File: config.mk
export PLATFORM = sky130hd
export DESIGN_NAME = bt_cmd_parser
export DESIGN_NICKNAME = d
export VERILOG_FILES = /design/src/rtl/bt_pkg.sv /design/src/rtl/hex_nibble_dec.sv /design/src/rtl/bt_cmd_parser.sv
export SDC_FILE = /design/constraint.sdc
export NUM_CORES = 1
export LEC_CHECK = 0
export CORE_ASPECT_RATIO = 0.7
export CORE_MARGIN = 3
export CORE_UTILIZATION = 50
export CTS_BUF_LIST = sky130_fd_sc_hd__clkbuf_16
export CTS_CLUSTER_DIAMETER = 80
export CTS_CLUSTER_SIZE = 12
export DETAILED_ROUTE_END_ITERATION = 6
export DONT_BUFFER_PORTS = 1
export SLEW_MARGIN = 20
export SYNTH_ARGS = -nofsm -noshare
export SYNTH_HDL_FRONTEND = slang
export SYNTH_SLANG_ARGS = --single-unit
File: constraint.sdc
create_clock -name clk_10Hz -period 2.3 [get_ports clk_10Hz]
set_input_delay 0.345 -clock clk_10Hz [delete_from_list [all_inputs] [get_ports clk_10Hz]]
set_output_delay 0.345 -clock clk_10Hz [all_outputs]
set_load 0.005 [all_outputs]
File: src/rtl/bt_pkg.sv
// Shared definitions for the Bluetooth command-frame parser:
// FSM state encoding, framing characters and error-cause codes.
package bt_pkg;

   typedef enum logic [2:0] {
      ST_IDLE,
      ST_CMD,
      ST_HEX_HI,
      ST_HEX_LO,
      ST_TERM
   } state_e;

   localparam logic [7:0] ASCII_DOLLAR = 8'h24;
   localparam logic [7:0] ASCII_CR     = 8'h0D;
   localparam logic [7:0] ASCII_LF     = 8'h0A;

   localparam logic [1:0] ERR_NONE     = 2'd0;
   localparam logic [1:0] ERR_BAD_CHAR = 2'd1;
   localparam logic [1:0] ERR_BAD_TERM = 2'd2;
   localparam logic [1:0] ERR_TIMEOUT  = 2'd3;

   function automatic logic is_cmd_letter(input logic [7:0] c);
      return (c >= 8'h41) && (c <= 8'h5A);
   endfunction

endpackage

File: src/rtl/hex_nibble_dec.sv
// ASCII hex digit decoder: '0'-'9', 'A'-'F', 'a'-'f' -> {valid, nibble}.
module hex_nibble_dec (
   input  logic [7:0] ascii,
   output logic       valid,
   output logic [3:0] nibble
);

   always_comb begin
      valid  = 1'b0;
      nibble = '0;
      if ((ascii >= 8'h30) && (ascii <= 8'h39)) begin
         valid  = 1'b1;
         nibble = ascii[3:0];
      end else if (((ascii >= 8'h41) && (ascii <= 8'h46)) ||
                   ((ascii >= 8'h61) && (ascii <= 8'h66))) begin
         // Low nibble of 'A'/'a' is 1, so +9 yields 10..15.
         valid  = 1'b1;
         nibble = ascii[3:0] + 4'd9;
      end
   end

endmodule

File: src/rtl/bt_cmd_parser.sv
// Parses "$<A-Z><hex><hex><CR|LF>" frames from a byte stream into a
// registered command/argument pair, with error reporting and inter-byte timeout.
module bt_cmd_parser
   import bt_pkg::*;
#(
   parameter int unsigned TIMEOUT_CYC = 1_000_000
) (
   input  logic       clk_10Hz,
   input  logic       reset,
   input  logic [7:0] rx_byte,
   input  logic       rx_valid,
   output logic       cmd_valid,
   output logic [7:0] cmd_code,
   output logic [7:0] cmd_arg,
   output logic       err,
   output logic [1:0] err_code,
   output logic [7:0] frame_cnt
);

   localparam logic [23:0] TO_LAST = 24'(TIMEOUT_CYC - 1);

   state_e      state_q, state_d;
   logic [23:0] to_cnt_q, to_cnt_d;
   logic [7:0]  code_tmp_q, code_tmp_d;
   logic [7:0]  arg_tmp_q, arg_tmp_d;
   logic        cmd_valid_q, cmd_valid_d;
   logic [7:0]  cmd_code_q, cmd_code_d;
   logic [7:0]  cmd_arg_q, cmd_arg_d;
   logic        err_q, err_d;
   logic [1:0]  err_code_q, err_code_d;
   logic [7:0]  frame_cnt_q, frame_cnt_d;

   logic        hex_valid;
   logic [3:0]  hex_nib;

   hex_nibble_dec u_hex (
      .ascii  (rx_byte),
      .valid  (hex_valid),
      .nibble (hex_nib)
   );

   always_comb begin
      state_d     = state_q;
      to_cnt_d    = to_cnt_q;
      code_tmp_d  = code_tmp_q;
      arg_tmp_d   = arg_tmp_q;
      cmd_valid_d = 1'b0;
      cmd_code_d  = cmd_code_q;
      cmd_arg_d   = cmd_arg_q;
      err_d       = 1'b0;
      err_code_d  = err_code_q;
      frame_cnt_d = frame_cnt_q;

      if (rx_valid || (state_q == ST_IDLE)) begin
         to_cnt_d = '0;
      end else if (to_cnt_q != '1) begin
         to_cnt_d = to_cnt_q + 24'd1;
      end

      // A byte always takes priority over a coincident timeout expiry.
      if (rx_valid) begin
         if ((state_q != ST_IDLE) && (rx_byte == ASCII_DOLLAR)) begin
            state_d = ST_CMD;
         end else begin
            unique case (state_q)
               ST_IDLE: begin
                  if (rx_byte == ASCII_DOLLAR) state_d = ST_CMD;
               end
               ST_CMD: begin
                  if (is_cmd_letter(rx_byte)) begin
                     code_tmp_d = rx_byte;
                     state_d    = ST_HEX_HI;
                  end else begin
                     err_d      = 1'b1;
                     err_code_d = ERR_BAD_CHAR;
                     state_d    = ST_IDLE;
                  end
               end
               ST_HEX_HI, ST_HEX_LO: begin
                  if (hex_valid) begin
                     if (state_q == ST_HEX_HI) begin
                        arg_tmp_d = {hex_nib, arg_tmp_q[3:0]};
                        state_d   = ST_HEX_LO;
                     end else begin
                        arg_tmp_d = {arg_tmp_q[7:4], hex_nib};
                        state_d   = ST_TERM;
                     end
                  end else begin
                     err_d      = 1'b1;
                     err_code_d = ERR_BAD_CHAR;
                     state_d    = ST_IDLE;
                  end
               end
               ST_TERM: begin
                  if ((rx_byte == ASCII_CR) || (rx_byte == ASCII_LF)) begin
                     cmd_code_d  = code_tmp_q;
                     cmd_arg_d   = arg_tmp_q;
                     cmd_valid_d = 1'b1;
                     frame_cnt_d = frame_cnt_q + 8'd1;
                  end else begin
                     err_d      = 1'b1;
                     err_code_d = ERR_BAD_TERM;
                  end
                  state_d = ST_IDLE;
               end
               default: state_d = ST_IDLE;
            endcase
         end
      end else if ((state_q != ST_IDLE) && (to_cnt_q == TO_LAST)) begin
         err_d      = 1'b1;
         err_code_d = ERR_TIMEOUT;
         state_d    = ST_IDLE;
         to_cnt_d   = '0;
      end
   end

   always_ff @(posedge clk_10Hz or negedge reset) begin
      if (!reset) begin
         state_q     <= ST_IDLE;
         to_cnt_q    <= '0;
         code_tmp_q  <= '0;
         arg_tmp_q   <= '0;
         cmd_valid_q <= 1'b0;
         cmd_code_q  <= '0;
         cmd_arg_q   <= '0;
         err_q       <= 1'b0;
         err_code_q  <= ERR_NONE;
         frame_cnt_q <= '0;
      end else begin
         state_q     <= state_d;
         to_cnt_q    <= to_cnt_d;
         code_tmp_q  <= code_tmp_d;
         arg_tmp_q   <= arg_tmp_d;
         cmd_valid_q <= cmd_valid_d;
         cmd_code_q  <= cmd_code_d;
         cmd_arg_q   <= cmd_arg_d;
         err_q       <= err_d;
         err_code_q  <= err_code_d;
         frame_cnt_q <= frame_cnt_d;
      end
   end

   assign cmd_valid = cmd_valid_q;
   assign cmd_code  = cmd_code_q;
   assign cmd_arg   = cmd_arg_q;
   assign err       = err_q;
   assign err_code  = err_code_q;
   assign frame_cnt = frame_cnt_q;

endmodule

==> flow_summary.json <==
{
  "synth.yosys.seq_area_share_pct": 51.3,
  "timing.final.crit_share_pct": 91.1,
  "syn_avg_cell_area_sq_um": 10.7,
  "place.port_buffers": 0,
  "grt_pass1_vias": 2292,
  "fillCellCount": 548,
  "synth-edff-count": 0,
  "num_vias": 2520,
  "grt_max_degree": 72,
  "met1_usage_pct": 30.9,
  "final_cells": 429,
  "finalSetupViolCount": 0,
  "drt_pre_antenna_iters": 4,
  "rsz0062_at_grt": "false",
  "synth_top_flop_cell": "dfrtp_1",
  "areaGrowthSynthToFinish_pct": 12.1,
  "wl_per_cell_microns": 16.6,
  "cp_max_fo": 26,
  "slew_viol_final": 0,
  "ys_warn_count": 0,
  "synth_cell_type_count": 53,
  "vdd_ir_drop_max_mv": 0.386,
  "root_buffer": "clkbuf_16",
  "max_stage_delay_ps": 520,
  "holdPathEnd": "err_code[0]$_DFFE_PN0P_",
  "grt_pass1_wl_mm": 12.0,
  "multi_input_area_sq_um": 1580,
  "start_util_pct": 53.7,
  "async_flop_share_pct": 100,
  "hpwlAfterDp_mm": 4.86,
  "cts_tree": "done",
  "route.detailed.drc": 0,
  "ios": 39,
  "fin_nets": 350,
  "power.density_nw_per_um2": 661,
  "grt_antenna_before_repair": 0,
  "fin_util_pct": 60.2,
  "worstPathCellList": "ha_1, and3_1, and3_4, and4_4, or4_1, a21oi_1",
  "grt-ovfl-total": 0,
  "rrSetupSlack_ps": 200,
  "relSlewSlack_pct": 58.2,
  "cp.required_ps": 2550,
  "grtUsageTotal_pct": 19.5,
  "dp_slack_ps": 205,
  "timing.rr.end": "to_cnt_q[21]$_DFF_PN0_",
  "clock.fmax_mhz": 477,
  "ff_latch_area_sq_um": 1780,
  "avgViaCountPerCell": 5.87,
  "yosys_register_bits": 71,
  "grt_use_met2_pct": 25.0,
  "fin_setup_tns_ps": 0,
  "drv_cap": 0,
  "core_area_sq_um": 6460,
  "syn_area_sq_um": 3470,
  "rows": 24,
  "gp_congestion": 0.804,
  "syn_nets": 342,
  "p_leak_uw": 0.00170,
  "h-tree-depth": 3,
  "synth_top_area_share_pct": 51.3,
  "min_period_ps": 2100,
  "worst-path-buf-inv": 0,
  "layout-drive-gt1-share_pct": 15.7,
  "worst_slew_pin_slew_ps": 626,
  "die_h_microns": 75.7,
  "ant_nets": 0,
  "grtUsageMet3_pct": 6.69,
  "finalHoldViolCount": 0,
  "die_area_sq_um": 7980,
  "r2r_start": "to_cnt_q[0]$_DFF_PN0_",
  "skew_ps": 5.14,
  "cpMaxStageDelayCell": "or4_1",
  "grt-busiest-layer": "met1",
  "ff2ff_path_depth": 6,
  "holdPathStages": 1,
  "crit_type": "flop to flop",
  "cp_top_family": "simple AND/OR/NAND/NOR gates",
  "numCtsBuffers": 9,
  "yosysTopAreaCell": "dfrtp_1",
  "worstSetupEndpointType": "flop",
  "post_cts_buffers": 0,
  "synthTopCellsByArea": "dfrtp_1 51%, mux2_2 7.8%, o21ai_0 3.2%",
  "insertedDiodeCount": 0,
  "clkLatencyLatePin_ps": 320,
  "hold_class": "input pin to flop",
  "drt_iter0_drc": 122,
  "cts_buffer_depth": 2,
  "drt_wl_total_mm": 7.13,
  "synthCells": 325,
  "min-delay-start": "rx_valid",
  "status": "complete, no violations",
  "cts.clk_slew.worst_paths_ps": 60,
  "dieWidth_microns": 106,
  "cts_sinks": 71,
  "dpl.cell_count": 411,
  "setup_slack_ps": 204,
  "cp.arrival_ps": 2340,
  "start_kind": "flop"
}
power breakdown:
| group | internal [uW] | switching [uW] | total [uW] |
|---|---|---|---|
| Combinational | 22.3 | 43.9 | 66.3 |
| Clock | 728 | 521 | 1250 |
| Sequential | 1250 | 1.30 | 1250 |
per-stage QoR:
stage | power (uW) | hold WS [ps] | cell area [sq um]
6_report | 2570 | 118 | 3880
3_3_place_gp | 1310 | 50.9 | 3570
5_1_grt | 2670 | 123 | 3880
2_1_floorplan | 1310 | 49.4 | 3470
4_1_cts | 2600 | 105 | 3880
3_5_place_dp | 1310 | 51.0 | 3570
layer usage:
layer	vias to the layer above	wire, microns
met5	-	0
met4	0	46
met3	5	510
met2	81	2760
met1	1213	3810
li1	1221	-
layout make-up:
class	instances	share of cell area (%)
tap	91	2.93
multi-input combinational	232	40.7
clock buffer	9	5.80
sequential	71	45.7
timing repair buffer	9	2.64
inverter	10	0.966
clock inverter	7	1.22
flip-flops by register name (all words and copies together), names as in the netlist, 2 cells and up:
name        cells
to_cnt_q       24
arg_tmp_q       8
cmd_arg         8
cmd_code        8
code_tmp_q      8
frame_cnt       8
state_q         3
err_code        2
synthesized netlist by cell type (3+ instances only):
master   instances
mux2_2          24
nor4_1           3
nor2b_1          3
xor2_1           3
buf_4            3
and3_1          11
dfrtp_1         71
or3_1           11
nor3_1           6
inv_1           10
a21oi_1         20
nor3b_1          3
nand3_1         18
nand4_1         10
ha_1             6
or4_1            5
nor2_1          13
nand2_1         22
buf_2            6
o31ai_1          6
xnor2_1          8
o21ai_0         22
worst max path at each step:
| stage | from | end | slack, ps | cells after the start |
|---|---|---|---|---|
| floorplan | to_cnt_q[0]$_DFF_PN0_ | to_cnt_q[17]$_DFF_PN0_ | 360 | 7 |
| global placement | rx_byte[6] | code_tmp_q[4]$_DFFE_PN0P_ | 220 | 5 |
| detailed placement | rx_byte[0] | code_tmp_q[0]$_DFFE_PN0P_ | 210 | 6 |
| CTS | to_cnt_q[0]$_DFF_PN0_ | to_cnt_q[21]$_DFF_PN0_ | 210 | 6 |
| global route | to_cnt_q[0]$_DFF_PN0_ | to_cnt_q[17]$_DFF_PN0_ | 110 | 6 |
| finish | to_cnt_q[0]$_DFF_PN0_ | to_cnt_q[21]$_DFF_PN0_ | 200 | 6 |
cells in the final DEF (no fill, tap or decap), types with 8 or more instances in the layout:
| cell type | instances |
|---|---|
| a21oi_1 | 20 |
| and3_1 | 11 |
| clkbuf_16 | 9 |
| dfrtp_1 | 71 |
| inv_1 | 10 |
| mux2_2 | 24 |
| nand2_1 | 22 |
| nand3_1 | 18 |
| nand4_1 | 10 |
| nor2_1 | 13 |
| o21ai_0 | 22 |
| or3_1 | 11 |
| xnor2_1 | 8 |
logic make-up (layout without fill, tap and decap cells):
logic type	count (synthesis)	in the layout	share of synthesized area, %
simple gates	122	122	20.4
flops	71	71	51.3
compound gates	67	67	11.9
mux	26	26	8.38
buf+inv	22	35	3.14
xor+xnor	11	11	2.78
fa+ha+maj	6	6	2.17
repair_timing:
| item | CTS | global route |
|---|---|---|
| gates resized for setup | 0 | 0 |
| hold endpoints to repair | 71 | 0 |
| hold buffers | 2 | 0 |
(Power assumes the default switching activity.)
